File: src/rtl/int_ctrl_prio.sv
`default_nettype none
// ============================================================================
// int_ctrl_prio : two-level (low/high) nesting interrupt controller for 8051.
// Optional: INTC_RETI_HOLDOFF_EN forces one instruction after RETI.
// Revision 1.0
// ============================================================================
module int_ctrl_prio #(
    parameter int               NUM_SRC    = 5,
    parameter int               VEC_W      = 16,
    parameter logic [VEC_W-1:0] VEC_BASE   = 16'h0003,
    parameter int               VEC_STRIDE = 8,
    localparam int              ID_W       = (NUM_SRC > 1) ? $clog2(NUM_SRC) : 1
) (
    input  logic               clk,
    input  logic               rst_n,
    input  logic               ea,
    input  logic [NUM_SRC-1:0] ie_en,
    input  logic [NUM_SRC-1:0] ip_hi,
    input  logic [NUM_SRC-1:0] src_flag,
    input  logic [NUM_SRC-1:0] src_auto_clr,
    input  logic               cpu_int_ok,
    input  logic               int_ack,
    input  logic               reti,
    output logic               int_req,
    output logic [ID_W-1:0]    int_id,
    output logic [VEC_W-1:0]   int_vec,
    output logic [NUM_SRC-1:0] flag_clr,
    output logic               in_svc_lo,
    output logic               in_svc_hi
);

    typedef enum logic [0:0] {
        IDLE = 1'b0,
        REQ  = 1'b1
    } state_t;

    state_t             state, state_nxt;
    logic [NUM_SRC-1:0] elig, elig_hi, elig_lo, id_hit, flag_clr_nxt;
    logic               cand_vld, cand_lvl, grant_ok, still_pend;
    logic [ID_W-1:0]    cand_id, id_nxt;
    logic [VEC_W-1:0]   vec_nxt;
    logic               lvl, lvl_nxt, svc_lo_nxt, svc_hi_nxt;

    // A source may only interrupt a strictly lower active level.
    assign elig    = {NUM_SRC{ea}} & ie_en & src_flag;
    assign elig_hi = in_svc_hi ? '0 : (elig & ip_hi);
    assign elig_lo = (in_svc_hi | in_svc_lo) ? '0 : (elig & ~ip_hi);

    always_comb begin : arb
        cand_vld = 1'b0;
        cand_lvl = 1'b0;
        cand_id  = '0;
        for (int i = NUM_SRC - 1; i >= 0; i--) begin
            if (elig_lo[i]) begin
                cand_vld = 1'b1;
                cand_lvl = 1'b0;
                cand_id  = ID_W'(i);
            end
        end
        for (int i = NUM_SRC - 1; i >= 0; i--) begin
            if (elig_hi[i]) begin
                cand_vld = 1'b1;
                cand_lvl = 1'b1;
                cand_id  = ID_W'(i);
            end
        end
    end

    always_comb begin : sel
        for (int i = 0; i < NUM_SRC; i++) begin
            id_hit[i] = (int_id == ID_W'(i));
        end
    end

    assign still_pend = ea & (|(id_hit & ie_en & src_flag));

`ifdef INTC_RETI_HOLDOFF_EN
    logic holdoff;

    always_ff @(posedge clk) begin
        if (!rst_n) begin
            holdoff <= 1'b0;
        end else if (reti) begin
            holdoff <= 1'b1;
        end else if (cpu_int_ok) begin
            holdoff <= 1'b0;
        end
    end

    assign grant_ok = cpu_int_ok & ~holdoff;
`else
    assign grant_ok = cpu_int_ok;
`endif

    always_comb begin : fsm_comb
        state_nxt    = state;
        id_nxt       = int_id;
        vec_nxt      = int_vec;
        lvl_nxt      = lvl;
        flag_clr_nxt = '0;
        svc_lo_nxt   = in_svc_lo;
        svc_hi_nxt   = in_svc_hi;
        // RETI retires the innermost level before any same-cycle ack sets one.
        if (reti) begin
            if (in_svc_hi) begin
                svc_hi_nxt = 1'b0;
            end else begin
                svc_lo_nxt = 1'b0;
            end
        end
        case (state)
            IDLE: begin
                if (cand_vld && grant_ok) begin
                    state_nxt = REQ;
                    id_nxt    = cand_id;
                    vec_nxt   = VEC_BASE + VEC_W'(cand_id) * VEC_W'(VEC_STRIDE);
                    lvl_nxt   = cand_lvl;
                end
            end
            REQ: begin
                if (int_ack) begin
                    state_nxt    = IDLE;
                    flag_clr_nxt = id_hit & src_auto_clr;
                    if (lvl) begin
                        svc_hi_nxt = 1'b1;
                    end else begin
                        svc_lo_nxt = 1'b1;
                    end
                end else if (!still_pend) begin
                    state_nxt = IDLE;
                end
            end
            default: state_nxt = IDLE;
        endcase
    end

    always_ff @(posedge clk) begin
        if (!rst_n) begin
            state     <= IDLE;
            int_id    <= '0;
            int_vec   <= VEC_BASE;
            lvl       <= 1'b0;
            flag_clr  <= '0;
            in_svc_lo <= 1'b0;
            in_svc_hi <= 1'b0;
        end else begin
            state     <= state_nxt;
            int_id    <= id_nxt;
            int_vec   <= vec_nxt;
            lvl       <= lvl_nxt;
            flag_clr  <= flag_clr_nxt;
            in_svc_lo <= svc_lo_nxt;
            in_svc_hi <= svc_hi_nxt;
        end
    end

    assign int_req = (state == REQ);

endmodule
`default_nettype wire
File: config.mk
export PLATFORM = sky130hd
export DESIGN_NAME = int_ctrl_prio
export DESIGN_NICKNAME = d
export VERILOG_FILES = /design/src/rtl/int_ctrl_prio.sv
export SDC_FILE = /design/constraint.sdc
export NUM_CORES = 1
export LEC_CHECK = 0
export CAP_MARGIN = 20
export CELL_PAD_IN_SITES_DETAIL_PLACEMENT = 1
export CELL_PAD_IN_SITES_GLOBAL_PLACEMENT = 1
export CORE_UTILIZATION = 27
export DETAILED_ROUTE_END_ITERATION = 7
export PLACE_DENSITY_LB_ADDON = 0.3
export SYNTH_ARGS = -nofsm -noshare
export SYNTH_HDL_FRONTEND = slang
export SYNTH_SLANG_ARGS = --single-unit
File: constraint.sdc
create_clock -name clk -period 3.3 [get_ports clk]
set_clock_uncertainty 0.15 [all_clocks]
set_input_delay 0.66 -clock clk [delete_from_list [all_inputs] [get_ports clk]]
set_output_delay 0.66 -clock clk [all_outputs]
set_load 0.05 [all_outputs]
; Yosys cells after proc, flatten, opt, wreduce, memory -nomap -nowiden
; Index checks and enable logic that the tools add are counted.
[word_totals]
reg_bits = 28
out_inout_bits = 27
wordCells = 68
[op_classes]
add_sub_neg = 1
n_eq_ne = 4
mux = 40
n_bitwise = 11
n_reduce_logical = 5
[ops]
columns = operator, n
row1 = 5-bit AND, 7
row2 = 3-bit 2-to-1 mux, 10
row3 = 1-bit 2-to-1 mux, 27
row4 = 5-bit 2-to-1 mux, 2
row5 = "2-bit by 6-bit adder with 7-bit output, first input constant", 1
row6 = "3-bit by 2-bit == test with 1-bit output, second input constant", 2
row7 = 5-bit inverter, 1
row8 = 5-bit OR reduction, 1
row9 = "3-bit by 1-bit == test with 1-bit output, second input constant", 1
row10 = "3-bit == test, second input constant", 1
row11 = 3-bit zero test, 1
row12 = 3-bit AND reduction, 1
row13 = 1-bit case mux with 2 select lines, 1
row14 = 2-bit AND reduction, 1
row15 = 1-bit AND, 1
row16 = 1-bit logical AND, 1
row17 = 1-bit inverter, 1
row18 = 1-bit bitwise OR, 1

; Longest topological paths before layout
[depth]
ltp_word = 17
mapped_depth = 5
mapped_depth_nobuf = 5

; Worst setup path after synthesis
; No wires, ideal clock.
[synth_path]
path_kind = in2reg
start = input ea
end = register int_id[0]
setup_ns = 0.072
arrival_time_ns = 1.955
required_ns = 3.078
slack_ns = 1.123
stages = 5
n_path_buf = 0
cell_sequence = or3b_4 or3_1 nor3b_4 a31oi_4 mux2i_1
[synth_via]
elab_chain_len = 16
[synth_lines]
columns = element, line
row1 = "start, declared", 16  ; input logic ea,
row2 = 5-bit AND (*) (2 in series), 45  ; assign elig = {NUM_SRC{ea}} & ie_en & src_flag;
row3 = 5-bit AND, 47  ; assign elig_lo = (in_svc_hi | in_svc_lo) ? '0 : (elig & ~ip_hi);
row4 = 5-bit 2-to-1 mux, 47
row5 = 1-bit 2-to-1 mux (5 in series), 54  ; if (elig_lo[i]) begin
row6 = 1-bit 2-to-1 mux (5 in series), 61  ; if (elig_hi[i]) begin
row7 = 1-bit logical AND, 113  ; if (cand_vld && grant_ok) begin
row8 = 2-bit AND reduction (no line), n/a
row9 = "end signal, assigned", 148  ; int_id <= id_nxt;
row10 = "end, declared", 25  ; output logic [ID_W-1:0] int_id,
; Every way passes the cells marked *; elsewhere a longest branch is shown, timed or not.
; A chain may end at the register's enable or synchronous reset.

; Final worst setup path
[layout_path]
start = input ea
end = register int_id[2]
; The elaborated chain is that of the path after synthesis.

==> summary.txt <==
Run status
  – Status: finished clean

Critical path
  – Crit path max fanout: 6
  – CP arrival: 2.59 ns
  – Slowest cell on the critical path: clkdlybuf4s50_1
  – CP Cell Sequence: clkdlybuf4s50_1, or3b_4, or3_1, nor3b_4, a31oi_4, mux2i_1
  – Worst reg2reg startpoint: in_svc_hi
  – Max stage delay on crit path: between 0.5 and 0.6 ns
  – CP startpoint: ea
  – Required time of the worst setup path: ~3.3 ns
  – Worst setup EP type: flip-flop
  – CP Launch Type: input pin
  – Setup CP Type: in -> reg

Finish
  – Area Growth Syn to Fin: 45.9%
  – Fin util: 0.411
  – Number of diodes: 0
  – Multi-input logic area: just over 500 µm²
  – Layout cells sized above 1: 0.0935
  – Layout Nets: around 170
  – Layout Cells excl Fill: 183
  – Number of fill cells: about 380
  – Sequential cell area: about 240 µm²

Logic synthesis
  – Ys Warns: 0
  – Post-Syn Area: about 850 µm²
  – Synthesized instance count: 102
  – Post-synth top area share: 0.282
  – Top post-synthesis cells by area: dfxtp_1 (28%), buf_4 (14%), nand3b_1 (4.4%)
  – Flops & latches, synth: 12
  – Syn avg cell area: between 8 and 9 µm²
  – Seq/Total Area, Yosys: 0.282
  – Post-synth cell types: 37
  – Top cell type by total area after synthesis: dfxtp_1

Timing
  – RSZ-0062 raised after global routing: false
  – Final worst-path cycle share: 0.773
  – Final Critical Period: 2.55 ns
  – Max Freq: 392 MHz
  – Least-Margin Pin Slew: approximately 0.5 ns
  – Endpoints failing setup: 0
  – Hold Fails Final Rpt: 0
  – Fin. max-slew vios: 0
  – Worst rel slew slack: 0.664
  – Final WS setup: about 0.75 ns
  – Setup TNS: 0 ns

Global route
  – Largest net degree at the start of global routing: 12
  – Antenna violations before repair: 0
  – Vias in the first global route: ~900
  – First-pass GRT wire length: around 3800 µm
  – GRT Util Overall: 0.144
  – Gr ovfl total: 0

Clock network
  – # Post-CTS Setup Buffers: 0
  – Worst-skew pair later-pin latency: roughly 0.26 ns
  – CTS Buffer Depth: 2
  – Clock transition at path regs: roughly 0.07 ns
  – CTS Root Cell: clkbuf_4
  – Sink Count: 12
  – TritonCTS clock tree: yes
  – CTS Buf Count: 3
  – H-tree depth: 1
  – Post-CTS Resized: 0
  – Post-CTS Hold Fix Bufs: 0

Power and ir drop
  – Final Total Pwr: around 0.39 mW
  – Lkg Pwr: 0.447 nW
  – Power Density: ~320 nW/µm²
  – Max IR drop VDD: a little over 0.09 mV

Placed design
  – Placed insts: approximately 180
  – Setup WS pre-CTS: around 0.45 ns
  – Buffers on Ports: 39
  – HPWL Detailed: around 2000 µm
  – Placer Congestion: around 0.76

Floorplanning
  – # rows: 20
  – Overall die height: around 58 µm
  – Full die area: approximately 3400 µm²
  – Core area: 3030 µm²
  – Ports: 53
  – Initial Util: 0.282
  – Die W: a little under 60 µm

Run
  – Max-Cap Viols: 0

Drt
  – Vias/cell: between 4 and 5
  – Drt first pass iters: 4
  – Routed wire length: approximately 2300 µm
  – DRC violations left: 0
  – Post-route ant nets: 0
  – DR vias: ~850
  – DR iter-0 viols: 20
  – Avg WL per Cell: 12.4 µm

Hold path
  – Worst hold path class: reg -> reg
  – HP Start: lvl
[flip-flops by register name (all words and copies together) (netlist names)]
| register | cells |
|---|---|
| flag_clr | 5 |
| in_svc_hi | 1 |
| in_svc_lo | 1 |
| int_id | 3 |
| int_req | 1 |
| lvl | 1 |
[final timing paths]
kind,endpoint,slack (ns),depth (start not counted)
max,int_id[2],0.75,6
min,in_svc_hi,0.36,2
max reg2reg,int_id[2],1.27,5
min reg2reg,in_svc_hi,0.36,2
[stage by stage]
step / instance area [µm²] / hold slack, ns
final: 1240 / 0.359
after CTS: 1240 / 0.361
after global placement: 1210 / 0.332
after detailed placement: 1210 / 0.347
after floorplan: 895 / 0.292
after global routing: 1240 / 0.377
[routing by layer]
layer | part of all wire | wire, µm | vias up | GRT usage
li1 | - | - | 418 | -
met1 | 0.39 | 895 | 400 | 0.149
met2 | 0.55 | 1260 | 33 | 0.287
met3 | 0.042 | 96 | 2 | 0.00893
met4 | 0.0097 | 22 | 0 | 0.0714
met5 | 0 | 0 | - | 0
[cell usage after synthesis]
| cell type | instances |
|---|---|
| a31oi_4 | 1 |
| a31oi_1 | 1 |
| dfxtp_1 | 12 |
| nor3b_4 | 1 |
| inv_1 | 2 |
| nand4_1 | 2 |
| nor3_1 | 1 |
| nand3_1 | 7 |
| or3b_1 | 1 |
| or2_2 | 2 |
| nor4_1 | 2 |
| mux2i_1 | 3 |
| o21ai_0 | 2 |
| and3_1 | 1 |
| a21oi_1 | 4 |
| nor2_1 | 5 |
| buf_4 | 16 |
| and3b_1 | 2 |
| or3b_4 | 1 |
| nor3b_1 | 1 |
| or2b_2 | 2 |
| buf_6 | 1 |
| and2b_2 | 1 |
| o2111ai_1 | 1 |
| o21a_1 | 2 |
| o22ai_1 | 2 |
| nand2_1 | 9 |
| and4b_1 | 1 |
| nand3b_1 | 5 |
| o211ai_1 | 2 |
| or3_1 | 1 |
| conb_1 | 2 |
| a21boi_0 | 1 |
| a211oi_1 | 1 |
| and3b_2 | 1 |
| o31ai_1 | 2 |
| a21o_1 | 1 |
[cell type report]
class	instances	share of cell area
Multi-Input combinational cell	82	0.414
Sequential cell	12	0.193
Clock buffer	4	0.0291
Inverter	2	0.00603
Tap cell	44	0.0442
Timing Repair Buffer	39	0.314
[cell usage in the layout (no fill, tap or decap), drive strengths merged, types with 3 or more instances in the layout]
cell type and n:
nand3 7, nand3b 5, conb 13, a21oi 4, mux2i 3, dfxtp 12, nor2 5, nand2 9
and3b 3, clkbuf 4, clkdlybuf4s50 39
[where the power goes]
group          total [mW]  internal (mW)  leakage [nW]  switching [mW]
clock network       0.112         0.0670        0.0210          0.0450
registers           0.153          0.148        0.0971         0.00518
logic               0.127         0.0514         0.329          0.0761
total               0.393          0.267         0.447           0.126
[critical path, delay by kind of cell]
family	cells	cell delay, ns
AO/OA/AOI/OAI	1	0.26
AND/OR/NAND/NOR	3	0.95
multiplexers	1	0.21
buffers and inverters	1	0.51
[logic make-up (layout without fill, tap and decap cells)]
group / count (synthesis) / count (layout) / synth area share
muxes: 3 / 3 / 0.0352
buffers and inverters: 19 / 45 / 0.163
DFF: 12 / 12 / 0.282
and+or+nand+nor: 46 / 46 / 0.340
AOI/OAI and AO/OA: 20 / 20 / 0.172
other: 2 / 13 / 0.00880
(Power assumes the default switching activity.)
